===== config.mk =====
export PLATFORM = sky130hd
export DESIGN_NAME = memory_stage_flat
export DESIGN_NICKNAME = d
export VERILOG_FILES = /design/src/rtl/memory_stage_if.sv /design/src/rtl/memory_stage.sv /design/src/flat_wrapper.sv
export SDC_FILE = /design/constraint.sdc
export NUM_CORES = 1
export LEC_CHECK = 0
export CAP_MARGIN = 20
export CORE_ASPECT_RATIO = 1.4
export CORE_UTILIZATION = 51
export CTS_BUF_LIST = sky130_fd_sc_hd__clkbuf_2
export CTS_CLUSTER_DIAMETER = 120
export DETAILED_ROUTE_END_ITERATION = 10
export GPL_TIMING_DRIVEN = 0
export PLACE_DENSITY_LB_ADDON = 0.05
export SYNTH_ARGS = -nofsm -noshare
export SYNTH_HDL_FRONTEND = slang
export SYNTH_SLANG_ARGS = --single-unit
export TNS_END_PERCENT = 20

===== constraint.sdc =====
create_clock -name clock -period 6.08 [get_ports clock]
set_clock_uncertainty 0.05 [all_clocks]
set_input_delay 1.216 -clock clock [delete_from_list [all_inputs] [get_ports clock]]
set_output_delay 1.216 -clock clock [all_outputs]
set_load 0.02 [all_outputs]

===== src/rtl/memory_stage_if.sv =====
// Shared types for the memory stage and the request/acknowledge data bus interface
// between the stage (master) and the memory system (slave).
package memory_stage_pkg;
  typedef logic [2:0]  csrOp_;
  typedef logic [11:0] destinationCSR_;

  localparam logic [3:0] MEM_NONE = 4'd0;
  localparam logic [3:0] MEM_LB   = 4'd1;
  localparam logic [3:0] MEM_LH   = 4'd2;
  localparam logic [3:0] MEM_LW   = 4'd3;
  localparam logic [3:0] MEM_LBU  = 4'd4;
  localparam logic [3:0] MEM_LHU  = 4'd5;
  localparam logic [3:0] MEM_SB   = 4'd6;
  localparam logic [3:0] MEM_SH   = 4'd7;
  localparam logic [3:0] MEM_SW   = 4'd8;

  typedef struct packed {
    logic           valid;
    logic           illegal;
    logic [4:0]     destinationRegister;
    logic           writebackEnable;
    logic [31:0]    data;
    csrOp_          CSROp;
    destinationCSR_ destinationCSR;
    logic           CSRWriteIntent;
    logic [31:0]    oldCSRValue;
  } memoryWritebackPayload_;
endpackage

interface memory_stage_if;
  logic        dataRequest;
  logic        dataWrite;
  logic [31:0] dataAddress;
  logic [31:0] dataWriteData;
  logic [3:0]  dataByteEnable;
  logic        dataAck;
  logic [31:0] dataReadData;

  modport master (
    output dataRequest, dataWrite, dataAddress, dataWriteData, dataByteEnable,
    input  dataAck, dataReadData
  );
  modport slave (
    input  dataRequest, dataWrite, dataAddress, dataWriteData, dataByteEnable,
    output dataAck, dataReadData
  );
endinterface


===== src/rtl/memory_stage.sv =====
// Memory pipeline stage: registers the execute result and performs loads/stores
// over a request/acknowledge bus, stalling upstream while an access is open.
module memory_stage
  import memory_stage_pkg::*;
#(
  parameter bit RESET_HOLD_BUS = 1'b1
) (
  input  logic                   clock,
  input  logic                   reset,
  input  logic                   flush,
  input  logic                   inValid,
  input  logic                   inIllegal,
  input  logic [4:0]             inDest,
  input  logic                   inWritebackEnable,
  input  logic [31:0]            inData,
  input  logic [31:0]            inStoreData,
  input  logic [3:0]             inMemOp,
  input  csrOp_                  inCSROp,
  input  destinationCSR_         inDestCSR,
  input  logic                   inCSRWriteIntent,
  input  logic [31:0]            inOldCSRValue,
  output logic                   stall,
  memory_stage_if.master         bus,
  output memoryWritebackPayload_ memoryWritebackPayload
);
  typedef enum logic {IDLE, BUS} state_t;
  state_t state_reg;

  logic           request_reg;
  logic           write_reg;
  logic [31:0]    address_reg;
  logic [31:0]    wdata_reg;
  logic [3:0]     be_reg;
  logic [3:0]     op_reg;
  logic [1:0]     offset_reg;
  logic [4:0]     dest_reg;
  logic           we_reg;
  logic [31:0]    data_reg;
  csrOp_          csr_op_reg;
  destinationCSR_ dest_csr_reg;
  logic           csr_wi_reg;
  logic [31:0]    old_csr_reg;
  logic           flush_sticky_reg;
  memoryWritebackPayload_ payload_reg;

  logic        is_byte, is_half, is_word, is_mem, is_store, misaligned, take_bus;
  logic [3:0]  be_next;
  logic [31:0] wdata_next;
  logic [31:0] read_shifted, load_data;
  memoryWritebackPayload_ pass_payload, bus_payload;

  always_comb begin
    is_byte    = (inMemOp == MEM_LB) || (inMemOp == MEM_LBU) || (inMemOp == MEM_SB);
    is_half    = (inMemOp == MEM_LH) || (inMemOp == MEM_LHU) || (inMemOp == MEM_SH);
    is_word    = (inMemOp == MEM_LW) || (inMemOp == MEM_SW);
    is_mem     = is_byte || is_half || is_word;
    is_store   = (inMemOp == MEM_SB) || (inMemOp == MEM_SH) || (inMemOp == MEM_SW);
    misaligned = (is_half && inData[0]) || (is_word && (inData[1:0] != 2'b00));
    take_bus   = (state_reg == IDLE) && inValid && !flush && is_mem && !inIllegal && !misaligned;
    if (is_byte)      be_next = 4'b0001 << inData[1:0];
    else if (is_half) be_next = 4'b0011 << inData[1:0];
    else              be_next = 4'b1111;
  end

  // Store data is replicated so every candidate lane carries the right bytes.
  genvar gi;
  for (gi = 0; gi < 4; gi++) begin : g_lane
    assign wdata_next[8*gi +: 8] = !is_store ? 8'h00 :
                                   is_byte   ? inStoreData[7:0] :
                                   is_half   ? inStoreData[8*(gi%2) +: 8] :
                                               inStoreData[8*gi +: 8];
  end

  assign read_shifted = bus.dataReadData >> {offset_reg, 3'b000};

  always_comb begin
    case (op_reg)
      MEM_LB:  load_data = {{24{read_shifted[7]}}, read_shifted[7:0]};
      MEM_LH:  load_data = {{16{read_shifted[15]}}, read_shifted[15:0]};
      MEM_LBU: load_data = {24'h000000, read_shifted[7:0]};
      MEM_LHU: load_data = {16'h0000, read_shifted[15:0]};
      default: load_data = bus.dataReadData;
    endcase
  end

  always_comb begin
    pass_payload                     = '0;
    pass_payload.valid               = 1'b1;
    pass_payload.illegal             = inIllegal | (is_mem & misaligned);
    pass_payload.destinationRegister = inDest;
    pass_payload.writebackEnable     = (is_mem && !inIllegal && misaligned) ? 1'b0 : inWritebackEnable;
    pass_payload.data                = inData;
    pass_payload.CSROp               = inCSROp;
    pass_payload.destinationCSR      = inDestCSR;
    pass_payload.CSRWriteIntent      = inCSRWriteIntent;
    pass_payload.oldCSRValue         = inOldCSRValue;

    bus_payload                      = '0;
    bus_payload.valid                = 1'b1;
    bus_payload.destinationRegister  = dest_reg;
    bus_payload.writebackEnable      = write_reg ? 1'b0 : we_reg;
    bus_payload.data                 = write_reg ? data_reg : load_data;
    bus_payload.CSROp                = csr_op_reg;
    bus_payload.destinationCSR       = dest_csr_reg;
    bus_payload.CSRWriteIntent       = csr_wi_reg;
    bus_payload.oldCSRValue          = old_csr_reg;
  end

  always_ff @(posedge clock) begin
    if (reset) begin
      state_reg        <= IDLE;
      request_reg      <= 1'b0;
      write_reg        <= 1'b0;
      address_reg      <= '0;
      wdata_reg        <= '0;
      be_reg           <= '0;
      op_reg           <= MEM_NONE;
      offset_reg       <= '0;
      dest_reg         <= '0;
      we_reg           <= 1'b0;
      data_reg         <= '0;
      csr_op_reg       <= '0;
      dest_csr_reg     <= '0;
      csr_wi_reg       <= 1'b0;
      old_csr_reg      <= '0;
      flush_sticky_reg <= 1'b0;
      payload_reg      <= '0;
    end else begin
      case (state_reg)
        IDLE: begin
          payload_reg <= '0;
          if (take_bus) begin
            state_reg        <= BUS;
            request_reg      <= 1'b1;
            write_reg        <= is_store;
            address_reg      <= {inData[31:2], 2'b00};
            wdata_reg        <= wdata_next;
            be_reg           <= be_next;
            op_reg           <= inMemOp;
            offset_reg       <= inData[1:0];
            dest_reg         <= inDest;
            we_reg           <= inWritebackEnable;
            data_reg         <= inData;
            csr_op_reg       <= inCSROp;
            dest_csr_reg     <= inDestCSR;
            csr_wi_reg       <= inCSRWriteIntent;
            old_csr_reg      <= inOldCSRValue;
            flush_sticky_reg <= 1'b0;
          end else if (inValid && !flush) begin
            payload_reg <= pass_payload;
          end
        end
        BUS: begin
          payload_reg <= '0;
          // A flushed access still runs to completion; only its result is dropped.
          if (bus.dataAck) begin
            state_reg        <= IDLE;
            request_reg      <= 1'b0;
            write_reg        <= 1'b0;
            address_reg      <= '0;
            wdata_reg        <= '0;
            be_reg           <= '0;
            flush_sticky_reg <= 1'b0;
            if (!(flush || flush_sticky_reg)) payload_reg <= bus_payload;
          end else if (flush) begin
            flush_sticky_reg <= 1'b1;
          end
        end
        default: state_reg <= IDLE;
      endcase
    end
  end

  assign stall                  = (state_reg == BUS) || take_bus;
  assign bus.dataRequest        = request_reg & ~(RESET_HOLD_BUS & reset);
  assign bus.dataWrite          = write_reg;
  assign bus.dataAddress        = address_reg;
  assign bus.dataWriteData      = wdata_reg;
  assign bus.dataByteEnable     = be_reg;
  assign memoryWritebackPayload = payload_reg;
endmodule


===== src/flat_wrapper.sv =====
// flat-port wrapper written by rule: the top's interface ports become plain ports
module memory_stage_flat import memory_stage_pkg::*;
#(
  parameter bit RESET_HOLD_BUS = 1'b1
)
  (clock, reset, flush, inValid, inIllegal, inDest, inWritebackEnable, inData, inStoreData, inMemOp, inCSROp, inDestCSR, inCSRWriteIntent, inOldCSRValue, stall, memoryWritebackPayload, bus_dataRequest, bus_dataWrite, bus_dataAddress, bus_dataWriteData, bus_dataByteEnable, bus_dataAck, bus_dataReadData);
  memory_stage_if bus_i ();
  input  logic clock;
  input  logic reset;
  input  logic flush;
  input  logic inValid;
  input  logic inIllegal;
  input  logic [4:0] inDest;
  input  logic inWritebackEnable;
  input  logic [31:0] inData;
  input  logic [31:0] inStoreData;
  input  logic [3:0] inMemOp;
  input  csrOp_ inCSROp;
  input  destinationCSR_ inDestCSR;
  input  logic inCSRWriteIntent;
  input  logic [31:0] inOldCSRValue;
  output logic stall;
  output memoryWritebackPayload_ memoryWritebackPayload;
  output wire logic [$bits(bus_i.dataRequest)-1:0] bus_dataRequest;
  output wire logic [$bits(bus_i.dataWrite)-1:0] bus_dataWrite;
  output wire logic [$bits(bus_i.dataAddress)-1:0] bus_dataAddress;
  output wire logic [$bits(bus_i.dataWriteData)-1:0] bus_dataWriteData;
  output wire logic [$bits(bus_i.dataByteEnable)-1:0] bus_dataByteEnable;
  input wire logic [$bits(bus_i.dataAck)-1:0] bus_dataAck;
  input wire logic [$bits(bus_i.dataReadData)-1:0] bus_dataReadData;
  assign bus_dataRequest = bus_i.dataRequest;
  assign bus_dataWrite = bus_i.dataWrite;
  assign bus_dataAddress = bus_i.dataAddress;
  assign bus_dataWriteData = bus_i.dataWriteData;
  assign bus_dataByteEnable = bus_i.dataByteEnable;
  assign bus_i.dataAck = bus_dataAck;
  assign bus_i.dataReadData = bus_dataReadData;
  memory_stage #(.RESET_HOLD_BUS(RESET_HOLD_BUS)) u_core (.clock(clock), .reset(reset), .flush(flush), .inValid(inValid), .inIllegal(inIllegal), .inDest(inDest), .inWritebackEnable(inWritebackEnable), .inData(inData), .inStoreData(inStoreData), .inMemOp(inMemOp), .inCSROp(inCSROp), .inDestCSR(inDestCSR), .inCSRWriteIntent(inCSRWriteIntent), .inOldCSRValue(inOldCSRValue), .stall(stall), .bus(bus_i), .memoryWritebackPayload(memoryWritebackPayload));
endmodule

### Yosys cells after proc, flatten, opt, wreduce, memory -nomap -nowiden

Cells that the tools add are included.

| word-level totals | value |
|---|---|
| register bits after elaboration | 252 |
| output and inout port bits | 159 |
| word-level logic and storage cells | 117 |

| cells by class | value |
|---|---|
| equality and inequality tests | 15 |
| shift-type cells | 3 |
| multiplexer cells | 40 |
| bitwise logic cells | 5 |
| reductions and logical operators | 29 |

Operator list:

| cell | number |
|---|---|
| 2-to-1 mux 88 bit | 4 |
| case mux 88 bit (2 select lines) | 1 |
| 2-to-1 mux 32 bit | 4 |
| case mux 32 bit (2 select lines) | 2 |
| case mux 32 bit (4 select lines) | 1 |
| 2-to-1 mux 8 bit | 9 |
| >> shifter 32 x 5 -> 16 bit | 1 |
| equality test 4 x 3 -> 1 bit, second input constant | 6 |
| 2-to-1 mux 4 bit | 4 |
| equality test 4 x 2 -> 1 bit, second input constant | 3 |
| logical OR 1 bit | 12 |
| logical AND 1 bit | 10 |
| 2-to-1 mux 1 bit | 10 |
| equality test 4 x 1 -> 1 bit, second input constant | 2 |
| case mux 1 bit (2 select lines) | 4 |
| case mux 4 bit (2 select lines) | 1 |
| AND reduction 2 bit | 3 |
| equality test 4 bit, second input constant | 1 |
| << shifter 1 x 2 -> 4 bit, first input constant | 1 |
| << shifter 2 x 2 -> 4 bit, first input constant | 1 |
| zero test 1 bit | 3 |
| != test 3 bit, second input constant | 1 |
| bitwise AND 1 bit | 2 |
| != test 2 x 1 -> 1 bit, second input constant | 1 |
| 4 further kinds | 5 |

### Depth between registers and ports, before layout

| depth | value |
|---|---|
| depth after elaboration | 11 |
| mapped depth | 10 |
| mapped depth without buffers | 7 |

### Worst setup path before layout

Ideal clock, no wire load.

| path | value |
|---|---|
| kind | input-to-output |
| start | input port inData[0] |
| end | output port stall |
| data arrival time | 2,693 ps |
| setup slack | 2,121 ps |
| cell stages on the path | 7 |
| path through | inv_1 ha_1 or3b_2 a211o_1 nand3_1 buf_2 nand2b_1 |

| on the way | value |
|---|---|
| longest elaborated chain between the ends | 6 |
| elaborated cells on any way between the ends | 7 |
| those cells by class | reduce/logical (7) |

Ends and longest elaborated chain:

| what | line | RTL |
|---|---|---|
| start: declaration | flat_wrapper.sv:15 | `input logic [31:0] inData;` |
| nonzero test 2 bit | memory_stage.sv:58 | `misaligned = (is_half && inData[0]) \|\| (is_word && (inData[1:0] != 2'b00));` |
| logical AND 1 bit | memory_stage.sv:58 |  |
| logical OR 1 bit (*) | memory_stage.sv:58 |  |
| zero test 1 bit (*) | memory_stage.sv:59 | `take_bus = (state_reg == IDLE) && inValid && !flush && is_mem && !inIllegal && !misaligned;` |
| logical AND 1 bit (*) | memory_stage.sv:59 |  |
| logical OR 1 bit (*) | memory_stage.sv:174 | `assign stall = (state_reg == BUS) \|\| take_bus;` |
| end: declaration | flat_wrapper.sv:22 | `output logic stall;` |

Every way passes the cells marked *; elsewhere a longest branch is shown, timed or not.

### Worst setup path after layout

Ends and elaborated chain as after synthesis.

==> reports/metrics.sh <==
GROUTE.USAGE.OVERALL_PCT=31.42
FINAL_CRITICAL_PATH_SHARE_OF_THE_CLOCK_PERIOD_PCT=90.05
ROUTE.DETAILED.VIAS_PER_INST=5.469
LAYOUT_COMMON_CELLS='clkdlybuf4s50_1, nand2_1, dfxtp_1'
NUMBER_OF_ANTENNA_VIOLATIONS_AT_THE_FIRST_CHECK_IN_GLOBAL_ROUTING=3
POST-SYNTH-TOP-AREA-CELL='dfxtp_1'
GRT_MAX_DEGREE=16
WL_PER_CELL_UM=17.80
ROUTED-VIA-COUNT=9745
CTSRESIZECOUNT=0
PIN_COUNT=319
ROUTABILITYCONGESTION=0.9252
STD_CELL_ROWS=59
FLOORPLAN.INITIALDENSITY_PCT=52.67
FLOORPLAN.DIE.WIDTH_UM=119.6
TRITONCTS='done'
SYNTH_TOP_CELLS_BY_AREA='dfxtp_1, nand2_1, a22o_1, a21oi_1, mux2i_1'
CORE_AREA_UM2=18750
CP_DATA_REQUIRED_TIME_PS=4810
R2R_SLACK_PS=3420
FINAL-SETUP-VIOL-COUNT=0
PEAKVDDDROP_V=0.0001485
CTS_HTREE_LEVELS=2
FIRST_PASS_GRT_WIRE_LENGTH_UM=49680
SYNTH-ASYNC-RESET-RATIO_PCT=0
CTSHOLDBUFFERS=0
CELL_AREA_AFTER_LAYOUT_UM2=13810
NUMBER_OF_SYNTHESIZED_FLOPS_WITH_AN_ENABLE_PIN=0
YS.WARNINGS.COUNT=0
WORST_R2R_STARTPOINT='u_core.data_reg[1]'
DESIGN.FINAL.NETS=1661
POWER.STATIC_LEAKAGE_nW=5.201
LAYOUT-DRIVE-GT1-SHARE_PCT=9.115
IO_BUFFER_COUNT=313
CRITICAL_PATH.STARTPOINT='inData[0]'
WORST_HOLD_SLACK_PS=408.9
POSTROUTEANTENNANETS=0
DETAILED_PLACE_HPWL_UM=23410
CHIPHEIGHT_UM=166.7
DRT-INITIAL-DRC-COUNT=608
FINAL_COMMON_CELL='clkdlybuf4s50_1'
RELSLEWSLACK_PCT=35.71
R2R_END='u_core.memoryWritebackPayload[75]'
STATUS='finished, final reports clean'
TIMING_MAX_TRANSITION_VIOLATIONS_FINAL=0
ROUTE.DETAILED.DRC=0
FIN_TNS_SETUP_PS=0
CRITICAL_PATH.STARTPOINT_TYPE='input port'
GLOBAL_ROUTE.OVERFLOW_TOTAL=0
CLOCK_SINK_COUNT=248
FMAX_MHz=182.7
MEAN_INSTANCE_SIZE_IN_THE_SYNTHESIZED_NETLIST_UM2=8.786
ENDPOINT_ARRIVAL_TIME_ON_THE_CRITICAL_PATH_PS=4210
SYNTH_FF_TYPE='dfxtp_1'
TIMING.CRITICAL_PATH.FANOUT_MAX=10
WORSTSETUPENDPOINT='stall'
POST-CTS-SETUP-BUFFERS=0
FLIP_FLOP_COUNT_OF_THE_LARGEST_REGISTER_ALL_COPIES_AND_WORDS_ADDED=88
NETLIST_INSTANCES=1124
TIMING_HOLD_VIOLATIONS_FINAL=0
CLKSLEWWORSTSETUPHOLDPATHS_PS=120
POWER_DENSITY_nW_PER_UM2=223.1
YOSYS_REGISTER_BITS=248
CTS-BUFFERS-INSERTED=57
TIMING.CRITICAL_PATH.TO_TYPE='output port'
PATH_CLASS='input port to output port'
CLOCK_INSERTION_DELAY_WORST_SKEW_PS=870
CLOCKBUFFERDEPTH=3
DRT-TOTAL-WL_UM=31720
DETAILEDROUTE.FIRSTPASSITERATIONCOUNT=5
SEQ_AREA_FRAC_SYNTH_PCT=50.27
POSTPLACECELLAREA_UM2=13320
CLASSIFICATION_OF_THE_WORST_SLACK_HOLD_PATH='register to register'
POST_SYNTHESIS_CELL_AREA_UM2=9876
FILLER_CELL_COUNT=1527
YS_TYPES=55
SYNTH_TOP_AREA_SHARE_PCT=50.27
TIGHTEST_SLEW_PS=956.4
GRT_SETUP_UNREPAIRED='false'
REG2REG_DEPTH=7
CLOCK-ROOT-BUFFER='clkbuf_2'
MAX_CAP_VIOLATIONS=0
PERIOD_MINUS_SLACK_PS=5475
NUMBER_OF_GLOBAL_ROUTE_VIAS_BEFORE_REPAIR=9828
DESIGN.DIE.AREA_UM2=19930
LAYOUT-AREA-OVERHEAD-VS-SYNTH_PCT=39.81
metal layers:
metal	vias up	track usage (%)	routed length, um
met5	-	0	13
met4	2	17.17	1532
met3	103	7.295	2308
met2	423	54.89	15570
met1	4513	34.84	12300
li1	4704	-	-
worst min path at each step:
stage,startpoint,endpoint,cells after the start
floorplan,u_core.request_reg,u_core.request_reg,2
global placement,u_core.request_reg,u_core.request_reg,2
detailed placement,u_core.request_reg,u_core.request_reg,2
CTS,u_core.data_reg[10],u_core.data_reg[10],2
global route,u_core.data_reg[17],u_core.data_reg[17],2
finish,u_core.request_reg,u_core.request_reg,2
report_power, final:
group	switching [mW]	internal (mW)
logic	0.206	0.200
registers	0.0157	1.66
clock network	0.640	0.359
total	0.862	2.22
worst max-delay path, cell delays in order:
cell	delay, ps
clkdlybuf4s50_1	690
inv_1	110
ha_1	270
or3b_2	490
a211o_1	290
nand3_1	180
buf_2	290
nand2b_1	80
clkdlybuf4s50_1	580
cell type report:
type / count / area [um2] / share of cell area, %
clock buffers: 82 / 410.4 / 2.972
well taps: 244 / 305.3 / 2.211
flip-flops and latches: 248 / 4965 / 35.96
clock inverters: 16 / 67.56 / 0.4894
repair buffers: 313 / 3133 / 22.69
plain buffers: 97 / 436.7 / 3.163
inverters: 6 / 22.52 / 0.1631
diodes: 2 / 5.005 / 0.03625
multi-input cells: 774 / 4462 / 32.32
kinds of logic after synthesis:
| group | count (synthesis) | share of synthesized area (%) |
|---|---|---|
| AO/OA/AOI/OAI | 327 | 22.40 |
| adder cells (fa/ha/maj) | 4 | 0.5068 |
| buffers and inverters | 103 | 4.650 |
| flip-flops | 248 | 50.27 |
| other | 1 | 0.03797 |
| multiplexers | 34 | 3.573 |
| AND/OR/NAND/NOR | 407 | 18.56 |
stage by stage:
step	power, mW	utilization [%]	setup slack [ps]	cells
detailed placement	2.114	71.06	630.8	1682
floorplan	1.890	-	2121	1125
global route	3.218	73.64	419.4	1782
finish	3.081	73.64	605.1	1782
global placement	2.109	71.03	608.0	1682
CTS	3.099	73.61	610.6	1780
cells in the mapped netlist, types with 3 or more instances:
library cell  instances
o21ai_1               5
a21o_1                3
a22o_1               91
inv_1                 5
nand3_1              38
o22ai_1               3
buf_2                34
a221o_1               8
a21oi_1             126
nand3b_1             29
o2bb2ai_1            16
dfxtp_1             248
ha_1                  4
o31a_1                5
nand2b_1              7
nor4_1                3
nor2_1               26
buf_6                 3
nor2b_1              15
clkbuf_1             56
o221a_2               5
a31oi_1               7
mux2i_1              33
nand2_1             271
o21ai_0              44
(Power assumes the default switching activity.)
